$ cat config.mk
export PLATFORM = sky130hd
export DESIGN_NAME = cpu_stat_unit_flat
export DESIGN_NICKNAME = d
export VERILOG_FILES = /design/src/rtl/cpu_stat_pkg.sv /design/src/rtl/cpu_stat_unit_if.sv /design/src/rtl/cpu_stat_unit_stat_counter.sv /design/src/rtl/cpu_stat_unit.sv /design/src/flat_wrapper.sv
export SDC_FILE = /design/constraint.sdc
export NUM_CORES = 1
export LEC_CHECK = 0
export ABC_AREA = 1
export CORE_UTILIZATION = 55
export DETAILED_ROUTE_END_ITERATION = 10
export DONT_BUFFER_PORTS = 1
export GPL_TIMING_DRIVEN = 1
export PLACE_DENSITY = 0.7
export SETUP_SLACK_MARGIN = 0.02
export SLEW_MARGIN = 20
export SYNTH_ARGS = -nofsm -noshare
export SYNTH_HDL_FRONTEND = slang
export SYNTH_SLANG_ARGS = --single-unit
export TNS_END_PERCENT = 20
$ cat constraint.sdc
create_clock -name clk -period 2.41 [get_ports clk]
set_input_delay 0.241 -clock clk [delete_from_list [all_inputs] [get_ports clk]]
set_output_delay 0.241 -clock clk [all_outputs]
set_load 0.02 [all_outputs]
$ cat src/rtl/cpu_stat_pkg.sv
// Shared constants and instruction classification for the CPU statistics unit.
// Channel indices, opcode values and the per-cycle event decode.
package cpu_stat_pkg;

    localparam int NUM_CH_MAX = 10;

    localparam int CH_CYCLES  = 0;
    localparam int CH_RETIRED = 1;
    localparam int CH_RTYPE   = 2;
    localparam int CH_JTYPE   = 3;
    localparam int CH_ITYPE   = 4;
    localparam int CH_LOAD    = 5;
    localparam int CH_STORE   = 6;
    localparam int CH_TAKEN   = 7;
    localparam int CH_SYSCALL = 8;
    localparam int CH_EXC     = 9;

    localparam logic [5:0] OP_RTYPE   = 6'h00;
    localparam logic [5:0] OP_J       = 6'h02;
    localparam logic [5:0] OP_JAL     = 6'h03;
    localparam logic [5:0] FN_SYSCALL = 6'h0C;

    typedef struct packed {
        logic       retire;
        logic       halt;
        logic [5:0] op;
        logic [5:0] funct;
        logic       mem_rd;
        logic       mem_wr;
        logic       br_taken;
        logic       exc;
    } cpu_ev_t;

    // One-hot-per-channel increment mask for this cycle; halt suppresses everything.
    function automatic logic [NUM_CH_MAX-1:0] classify(cpu_ev_t e);
        logic                  rtype;
        logic                  jtype;
        logic [NUM_CH_MAX-1:0] m;
        rtype         = (e.op == OP_RTYPE);
        jtype         = (e.op == OP_J) || (e.op == OP_JAL);
        m             = '0;
        m[CH_CYCLES]  = 1'b1;
        m[CH_RETIRED] = e.retire;
        m[CH_RTYPE]   = e.retire & rtype;
        m[CH_JTYPE]   = e.retire & jtype;
        m[CH_ITYPE]   = e.retire & ~rtype & ~jtype;
        m[CH_LOAD]    = e.retire & e.mem_rd;
        m[CH_STORE]   = e.retire & e.mem_wr;
        m[CH_TAKEN]   = e.retire & e.br_taken;
        m[CH_SYSCALL] = e.retire & rtype & (e.funct == FN_SYSCALL);
        m[CH_EXC]     = e.exc;
        if (e.halt) begin
            m = '0;
        end
        return m;
    endfunction

endpackage

$ cat src/rtl/cpu_stat_unit_if.sv
// Readout bus of the statistics unit: request with channel select, registered reply.
interface cpu_stat_unit_if #(
    parameter int CNT_W = 32
);
    logic             rd_req;
    logic [3:0]       rd_sel;
    logic [CNT_W-1:0] rd_data;
    logic             rd_valid;

    modport master (output rd_req, rd_sel, input rd_data, rd_valid);
    modport slave  (input rd_req, rd_sel, output rd_data, rd_valid);
endinterface

$ cat src/rtl/cpu_stat_unit_stat_counter.sv
// Single event counter with synchronous clear, wrap or saturate behaviour,
// and a one-cycle overflow pulse (wrap, or first arrival at all-ones).
module stat_counter #(
    parameter int CNT_W    = 32,
    parameter int SATURATE = 0
) (
    input  logic             clk,
    input  logic             reset,
    input  logic             inc,
    input  logic             clr,
    output logic [CNT_W-1:0] cnt_o,
    output logic             ovf_o
);
    localparam logic [CNT_W-1:0] ALL_ONES = '1;

    logic [CNT_W-1:0] cnt_q, cnt_d;

    // Clear wins over a same-cycle increment.
    always_comb begin
        cnt_d = cnt_q;
        ovf_o = 1'b0;
        if (clr) begin
            cnt_d = '0;
        end else if (inc) begin
            if (cnt_q == ALL_ONES) begin
                if (SATURATE == 0) begin
                    cnt_d = '0;
                    ovf_o = 1'b1;
                end
            end else begin
                cnt_d = cnt_q + 1'b1;
                if ((SATURATE != 0) && (cnt_d == ALL_ONES)) begin
                    ovf_o = 1'b1;
                end
            end
        end
    end

    always_ff @(posedge clk) begin
        if (reset) begin
            cnt_q <= '0;
        end else begin
            cnt_q <= cnt_d;
        end
    end

    assign cnt_o = cnt_q;

endmodule

$ cat src/rtl/cpu_stat_unit.sv
// Retired-instruction statistics: NUM_CH live counters, shadow snapshot, 1-cycle readout.
// Optional overflow flags/interrupt enabled by defining CPU_STAT_OVF_IRQ_EN.
module cpu_stat_unit
    import cpu_stat_pkg::*;
#(
    parameter int CNT_W    = 32,
    parameter int NUM_CH   = 10,
    parameter int SATURATE = 0
) (
    input  logic       clk,
    input  logic       reset,
    input  logic       retire,
    input  logic       halt,
    input  logic [5:0] op,
    input  logic [5:0] funct,
    input  logic       mem_rd,
    input  logic       mem_wr,
    input  logic       br_taken,
    input  logic       exc,
    input  logic       clr,
    input  logic       snap,
    cpu_stat_unit_if.slave rd_bus
`ifdef CPU_STAT_OVF_IRQ_EN
    ,
    output logic              ovf_irq,
    output logic [NUM_CH-1:0] ovf_flags
`endif
);
    cpu_ev_t                      ev_in;
    logic [NUM_CH_MAX-1:0]        ev;
    logic [NUM_CH-1:0][CNT_W-1:0] live;
    logic [NUM_CH-1:0][CNT_W-1:0] shadow_q;
    logic [CNT_W-1:0]             rd_data_q, rd_data_d;
    logic                         rd_valid_q;
`ifdef CPU_STAT_OVF_IRQ_EN
    logic [NUM_CH-1:0]            ovf_pulse;
    logic [NUM_CH-1:0]            flags_q, flags_d;
    logic                         irq_q;
`else
    logic [NUM_CH-1:0]            ovf_unused;
`endif

    assign ev_in = {retire, halt, op, funct, mem_rd, mem_wr, br_taken, exc};
    assign ev    = classify(ev_in);

    for (genvar i = 0; i < NUM_CH; i++) begin : g_ch
        stat_counter #(
            .CNT_W   (CNT_W),
            .SATURATE(SATURATE)
        ) u_cnt (
            .clk  (clk),
            .reset(reset),
            .inc  (ev[i]),
            .clr  (clr),
            .cnt_o(live[i]),
`ifdef CPU_STAT_OVF_IRQ_EN
            .ovf_o(ovf_pulse[i])
`else
            .ovf_o(ovf_unused[i])
`endif
        );
    end

    // Channels beyond NUM_CH (and selects above 9) read as zero.
    always_comb begin
        rd_data_d = '0;
        for (int i = 0; i < NUM_CH; i++) begin
            if (rd_bus.rd_sel == 4'(i)) begin
                rd_data_d = shadow_q[i];
            end
        end
    end

    // Shadow is read before it is rewritten, so snap+rd_req returns the old value.
    always_ff @(posedge clk) begin
        if (reset) begin
            shadow_q   <= '0;
            rd_data_q  <= '0;
            rd_valid_q <= 1'b0;
        end else begin
            if (snap) begin
                shadow_q <= live;
            end
            rd_valid_q <= rd_bus.rd_req;
            if (rd_bus.rd_req) begin
                rd_data_q <= rd_data_d;
            end
        end
    end

    assign rd_bus.rd_data  = rd_data_q;
    assign rd_bus.rd_valid = rd_valid_q;

`ifdef CPU_STAT_OVF_IRQ_EN
    assign flags_d = clr ? '0 : (flags_q | ovf_pulse);

    always_ff @(posedge clk) begin
        if (reset) begin
            flags_q <= '0;
            irq_q   <= 1'b0;
        end else begin
            flags_q <= flags_d;
            irq_q   <= |flags_d;
        end
    end

    assign ovf_flags = flags_q;
    assign ovf_irq   = irq_q;
`endif

endmodule

$ cat src/flat_wrapper.sv
// flat-port wrapper written by rule: the top's interface ports become plain ports
module cpu_stat_unit_flat import cpu_stat_pkg::*;
#(
    parameter int CNT_W    = 32,
    parameter int NUM_CH   = 10,
    parameter int SATURATE = 0
)
  (clk, reset, retire, halt, op, funct, mem_rd, mem_wr, br_taken, exc, clr, snap, rd_bus_rd_req, rd_bus_rd_sel, rd_bus_rd_data, rd_bus_rd_valid);
  cpu_stat_unit_if #(.CNT_W(CNT_W)) rd_bus_i ();
  input  logic clk;
  input  logic reset;
  input  logic retire;
  input  logic halt;
  input  logic [5:0] op;
  input  logic [5:0] funct;
  input  logic mem_rd;
  input  logic mem_wr;
  input  logic br_taken;
  input  logic exc;
  input  logic clr;
  input  logic snap;
  input wire logic [$bits(rd_bus_i.rd_req)-1:0] rd_bus_rd_req;
  input wire logic [$bits(rd_bus_i.rd_sel)-1:0] rd_bus_rd_sel;
  output wire logic [$bits(rd_bus_i.rd_data)-1:0] rd_bus_rd_data;
  output wire logic [$bits(rd_bus_i.rd_valid)-1:0] rd_bus_rd_valid;
  assign rd_bus_i.rd_req = rd_bus_rd_req;
  assign rd_bus_i.rd_sel = rd_bus_rd_sel;
  assign rd_bus_rd_data = rd_bus_i.rd_data;
  assign rd_bus_rd_valid = rd_bus_i.rd_valid;
  cpu_stat_unit #(.CNT_W(CNT_W), .NUM_CH(NUM_CH), .SATURATE(SATURATE)) u_core (.clk(clk), .reset(reset), .retire(retire), .halt(halt), .op(op), .funct(funct), .mem_rd(mem_rd), .mem_wr(mem_wr), .br_taken(br_taken), .exc(exc), .clr(clr), .snap(snap), .rd_bus(rd_bus_i));
endmodule
# == Word level (Yosys, flattened, before mapping) ==
# Cells that the tools add are included.
# op_classes
bitwise_logic,10
reduce_logical,4
n_addsub,10
n_eq_ne,22
mux,21
# ops
operator,count
32-bit 2-to-1 mux,20
"32-bit by 1-bit adder with 32-bit output, second input constant",10
"32-bit == test, second input constant",10
"4-bit by 3-bit == test with 1-bit output, second input constant",4
"6-bit by 2-bit == test with 1-bit output, second input constant",2
10-bit 2-to-1 mux,1
1-bit AND,8
"4-bit by 2-bit == test with 1-bit output, second input constant",2
"4-bit == test, second input constant",2
"6-bit by 4-bit == test with 1-bit output, second input constant",1
6-bit logical NOT,1
"4-bit by 1-bit == test with 1-bit output, second input constant",1
4-bit logical NOT,1
1-bit NOT,2
2-bit OR reduction,1
1-bit logical OR,1
# totals
word_cells,89
reg_bits,673
out_inout_bits,33
in_bits,27

# == Depth between registers and ports, before layout ==
# depth
word_depth,11
mapped_depth,13
depth_no_buf,12

# == Hierarchy ==
# A second synthesis with hierarchy kept.
# unflattened
hier_cells,5132
hier_area_um2,34106.5
# by_module_without_submodules
mod,seq_area_each_um2,cells_per_inst,area_per_inst_um2,n_inst
stat_counter,640.6,299,1929.4,10
cpu_stat_unit,7066.8,2142,14813.0,1

# == Worst setup path after synthesis ==
# OpenSTA, ideal clock, no wires.
# synth_path
kind,register to register
startpoint,register u_core.g_ch[8].u_cnt.cnt_q[0]
endpoint,register u_core.g_ch[8].u_cnt.cnt_q[21]
stages_incl_launch_ff,10
setup_ns,0.132
setup_slack_ns,0.571
t_arrival_ns,1.706
t_required_ns,2.278
synth_period_minus_slack_ns,1.839
path_buffers,1
path_cell_list,dfxtp_1 ha_1 nand3_1 nor2_1 nand3_1 nor2_1 nand3_1 clkbuf_1 nand4_1 a21oi_1
# synth_via
elab_chain_len,2
word_cells_on_any_way,3
classes_between,add/sub: 1; eq/ne: 1; mux: 1
# synth_rtl
element,line_no,source
"start, declared",cpu_stat_unit_stat_counter.sv:16,"logic [CNT_W-1:0] cnt_q, cnt_d;"
"start signal, assigned",cpu_stat_unit_stat_counter.sv:43,cnt_q <= cnt_d;
32-bit by 1-bit adder with 32-bit output or 32-bit == test (tied branches),"cpu_stat_unit_stat_counter.sv:31, cpu_stat_unit_stat_counter.sv:25",
32-bit 2-to-1 mux (*),cpu_stat_unit_stat_counter.sv:25,if (cnt_q == ALL_ONES) begin
# Every way passes the cells marked *; elsewhere a longest branch is shown, timed or not.
# A chain may end at the register's enable or synchronous reset.

# == Worst setup path in the final report ==
# layout_path
startpoint,register u_core.g_ch[7].u_cnt.cnt_q[1]
endpoint,register u_core.g_ch[7].u_cnt.cnt_q[23]
# layout_via
elab_chain_len,2
word_cells_on_any_way,3
classes_between,add/sub: 1; eq/ne: 1; mux: 1
# layout_rtl
element,line_no
"start, declared",cpu_stat_unit_stat_counter.sv:16
"start signal, assigned",cpu_stat_unit_stat_counter.sv:43
32-bit by 1-bit adder with 32-bit output or 32-bit == test (tied branches),"cpu_stat_unit_stat_counter.sv:31, cpu_stat_unit_stat_counter.sv:25"
32-bit 2-to-1 mux (*),cpu_stat_unit_stat_counter.sv:25
# Marks and branches as above.

==> out/metrics.cfg <==
[clock_network]
path_clk_slew_ns = 0.06
postCtsSetupBuffers = 0
cts_sinks = 673
htreeDepth = 3
clock_latency_ns = 0.62
cts_tree = done
cts-buffers-inserted = 75
cts_max_path_buffers = 3
clock-root-buffer = clkbuf_16

[cells_and_area]
ff_latch_area_mm2 = 0.0135
layout-drive-gt1-share = 0.0561
fill_cells = 5472
multiInputGateArea_mm2 = 0.0167
syn_to_final_growth_pct = 16.0
design_area_mm2 = 0.0379
n_antenna_cell = 0
fin_nets = 5044

[routing]
viasPerCell = 5.74
wire_per_inst_um = 19.0
ant_nets = 0
route.detailed.drc = 0
drt_first_iter_violations = 3598
finalWirelength_mm = 111
vias = 33500
dr.pass1.iters = 6

[die]
fp-row-count = 89
start_util = 0.555
die_w_um = 246
die-area_mm2 = 0.0604
io_pins = 60
dieHeight_um = 246
core_mm2 = 0.0589

[global_routing]
grt_use_total = 0.361
grt_pass1_vias = 30200
grt_max_degree = 333
grt_overflow = 0
grt_pass1_wl_mm = 171
antenna_found_initial = 1

[setup_path]
crit_path_max_fanout = 10
crit_path_start_kind = register
cp-end-kind = register
rr_worst_depth = 12
critPathKind = reg -> reg
arrival_ns = 2.64
rrSetupSlack_ns = 0.26
required_ns = 2.90

[job]
maxCapViolCount = 0

[outcome]
status = completed

[logic_synthesis]
ys_seq_area_frac = 0.412
syn_area_mm2 = 0.0327
synthCells = 4883
synth_fp_nets = 4920
synth-edff-count = 0
ys_seq_elements = 673
syn_area_per_cell_um2 = 6.70
synth_top_area_frac = 0.412
synthTopCellsByArea = dfxtp_1 (41%), nand2_1 (12%), nor2_1 (7.8%)
synthDistinctLibCells = 49
synthArstFlopShare = 0
yosys_warnings = 0
ys.flop_type = dfxtp_1
synth_area_leader_cell = dfxtp_1

[sta]
maxSlewViolCount = 0
max_freq_mhz = 466
fin_crit_sh = 0.890
fin_skew_ns = 0.0186
tightestPinTransition_ns = 0.989
min_period_ns = 2.15
finalSetupViolations = 0
finalHoldViolCount = 0
rsz0062_at_grt = false
slew_headroom = 0.339
tns_ns = 0

[power]
ir_drop_v = 0.000600
total_power_w = 0.0249
p_leak_nw = 13.9
power_density_mw_per_mm2 = 657

[placement]
hpwl_mm = 78.2
place_area_mm2 = 0.0335
io_buffers = 0
gp_congestion = 1.01

[worst_hold_path]
timing.hold.worst.class = in -> reg
holdPathStages = 3

[state kept, by name (all words and copies together), names as in the netlist]
register / cells
u_core.shadow_q: 320
u_core.rd_bus.rd_valid: 1
u_core.g_ch.u_cnt.cnt_o: 320
u_core.rd_bus.rd_data: 32
[path summary, 6_finish.rpt]
| kind | from | end |
|---|---|---|
| max | u_core.g_ch[7].u_cnt.cnt_o[1]$_SDFFE_PP0P_ | u_core.g_ch[7].u_cnt.cnt_o[23]$_SDFFE_PP0P_ |
| min | reset | u_core.g_ch[1].u_cnt.cnt_o[12]$_SDFFE_PP0P_ |
| min reg2reg | u_core.shadow_q[162]$_SDFFE_PP0P_ | u_core.shadow_q[162]$_SDFFE_PP0P_ |
| max reg2reg | u_core.g_ch[7].u_cnt.cnt_o[1]$_SDFFE_PP0P_ | u_core.g_ch[7].u_cnt.cnt_o[23]$_SDFFE_PP0P_ |
[what timing repair did]
action                                  in CTS  in global routing
hold endpoints to repair                   360                  0
endpoints found under the setup margin       0                 61
gates resized for setup                      0                  3
hold buffers                               183                  0
[cell usage after synthesis, types with 5 or more instances]
| cell | n |
|---|---|
| inv_2 | 6 |
| nand3_1 | 230 |
| nor2_1 | 679 |
| nor3b_1 | 23 |
| a21oi_1 | 500 |
| xor2_1 | 99 |
| nor4_1 | 20 |
| a21o_1 | 7 |
| nand2_2 | 5 |
| o21ai_0 | 412 |
| buf_1 | 9 |
| nand3b_1 | 26 |
| xnor2_1 | 6 |
| nand2_1 | 1048 |
| nor3_1 | 177 |
| buf_2 | 12 |
| dfxtp_1 | 673 |
| nand4_1 | 179 |
| a211oi_1 | 9 |
| ha_1 | 10 |
| nor2_2 | 19 |
| inv_1 | 465 |
| nor3b_2 | 6 |
| or2_2 | 28 |
| clkbuf_1 | 186 |
[logic make-up after synthesis]
| logic type | after synthesis | synth area share |
|---|---|---|
| compound gates | 950 | 0.148 |
| xor+xnor | 105 | 0.0281 |
| fa+ha+maj | 10 | 0.00383 |
| buf+inv | 685 | 0.0794 |
| flops | 673 | 0.412 |
| simple gates | 2460 | 0.328 |
[cells in the final DEF (no fill, tap or decap), types with 3 or more instances in the layout]
cell / netlist / layout
and3_1: 4 / 4
xnor2_1: 6 / 6
nor3b_1: 23 / 23
or2_2: 28 / 28
a211oi_1: 9 / 9
clkinv_2: 1 / 18
dfxtp_1: 673 / 673
a21oi_1: 500 / 500
o21a_1: 4 / 4
o21ai_0: 412 / 412
nand3_1: 230 / 230
inv_6: 0 / 4
inv_2: 6 / 4
inv_1: 465 / 465
ha_1: 10 / 9
nand3_2: 4 / 4
clkbuf_16: 0 / 79
a21o_1: 7 / 7
bufinv_16: 0 / 8
nand2_2: 5 / 6
nand4_1: 179 / 179
nor4_1: 20 / 20
o22ai_1: 3 / 3
nor2_1: 679 / 674
clkbuf_1: 186 / 11
nor2_2: 19 / 23
nor3_1: 177 / 177
xor2_1: 99 / 99
nand3b_1: 26 / 26
nor3b_2: 6 / 6
dlygate4sd3_1: 0 / 180
nor2_4: 4 / 5
clkbuf_8: 0 / 12
buf_12: 0 / 9
o21bai_1: 3 / 3
clkinv_1: 4 / 3
buf_4: 0 / 64
nand2_1: 1048 / 1047
[layout make-up]
cell class,count,area share
timing repair buffer,255,0.0659
tap,773,0.0255
inverter,477,0.0476
sequential,673,0.355
clock inverter,29,0.00943
multi-input combinational,3525,0.439
clock buffer,102,0.0575
[worst max-delay path, stage by stage (launching register included)]
cell     delay, ns
dfxtp_1       0.42
ha_1          0.23
nand2_1       0.06
inv_1         0.10
nand3_2       0.11
nor2_2        0.18
nand3_2       0.13
inv_2         0.07
nand2_1       0.09
nor2_1        0.17
nand3_1       0.14
nand2_2       0.24
nor2_1        0.08
[report_power, final]
part	internal (W)	switching (W)
logic	0.000485	0.000836
clock network	0.00719	0.00473
registers	0.0114	0.000278
[layer usage]
metal / part of all wire / track usage / up-vias
met5: 0.000090 / 0 / -
met4: 0.036 / 0.137 / 2
met3: 0.096 / 0.0679 / 205
met2: 0.41 / 0.520 / 1393
met1: 0.45 / 0.527 / 15600
li1: - / - / 16300
[through the flow]
step | instances | utilization | hold slack (ns) | worst slack [ns]
after floorplan | 4883 | - | 0.428 | 0.571
after global placement | 5520 | 0.569 | 0.314 | 0.230
after detailed placement | 5520 | 0.569 | 0.314 | 0.211
after CTS | 5834 | 0.644 | 0.00564 | 0.0551
after global routing | 5834 | 0.644 | 0.0243 | 0.0592
final | 5834 | 0.644 | 0.0381 | 0.264
Power figures use the tool's default switching activity.
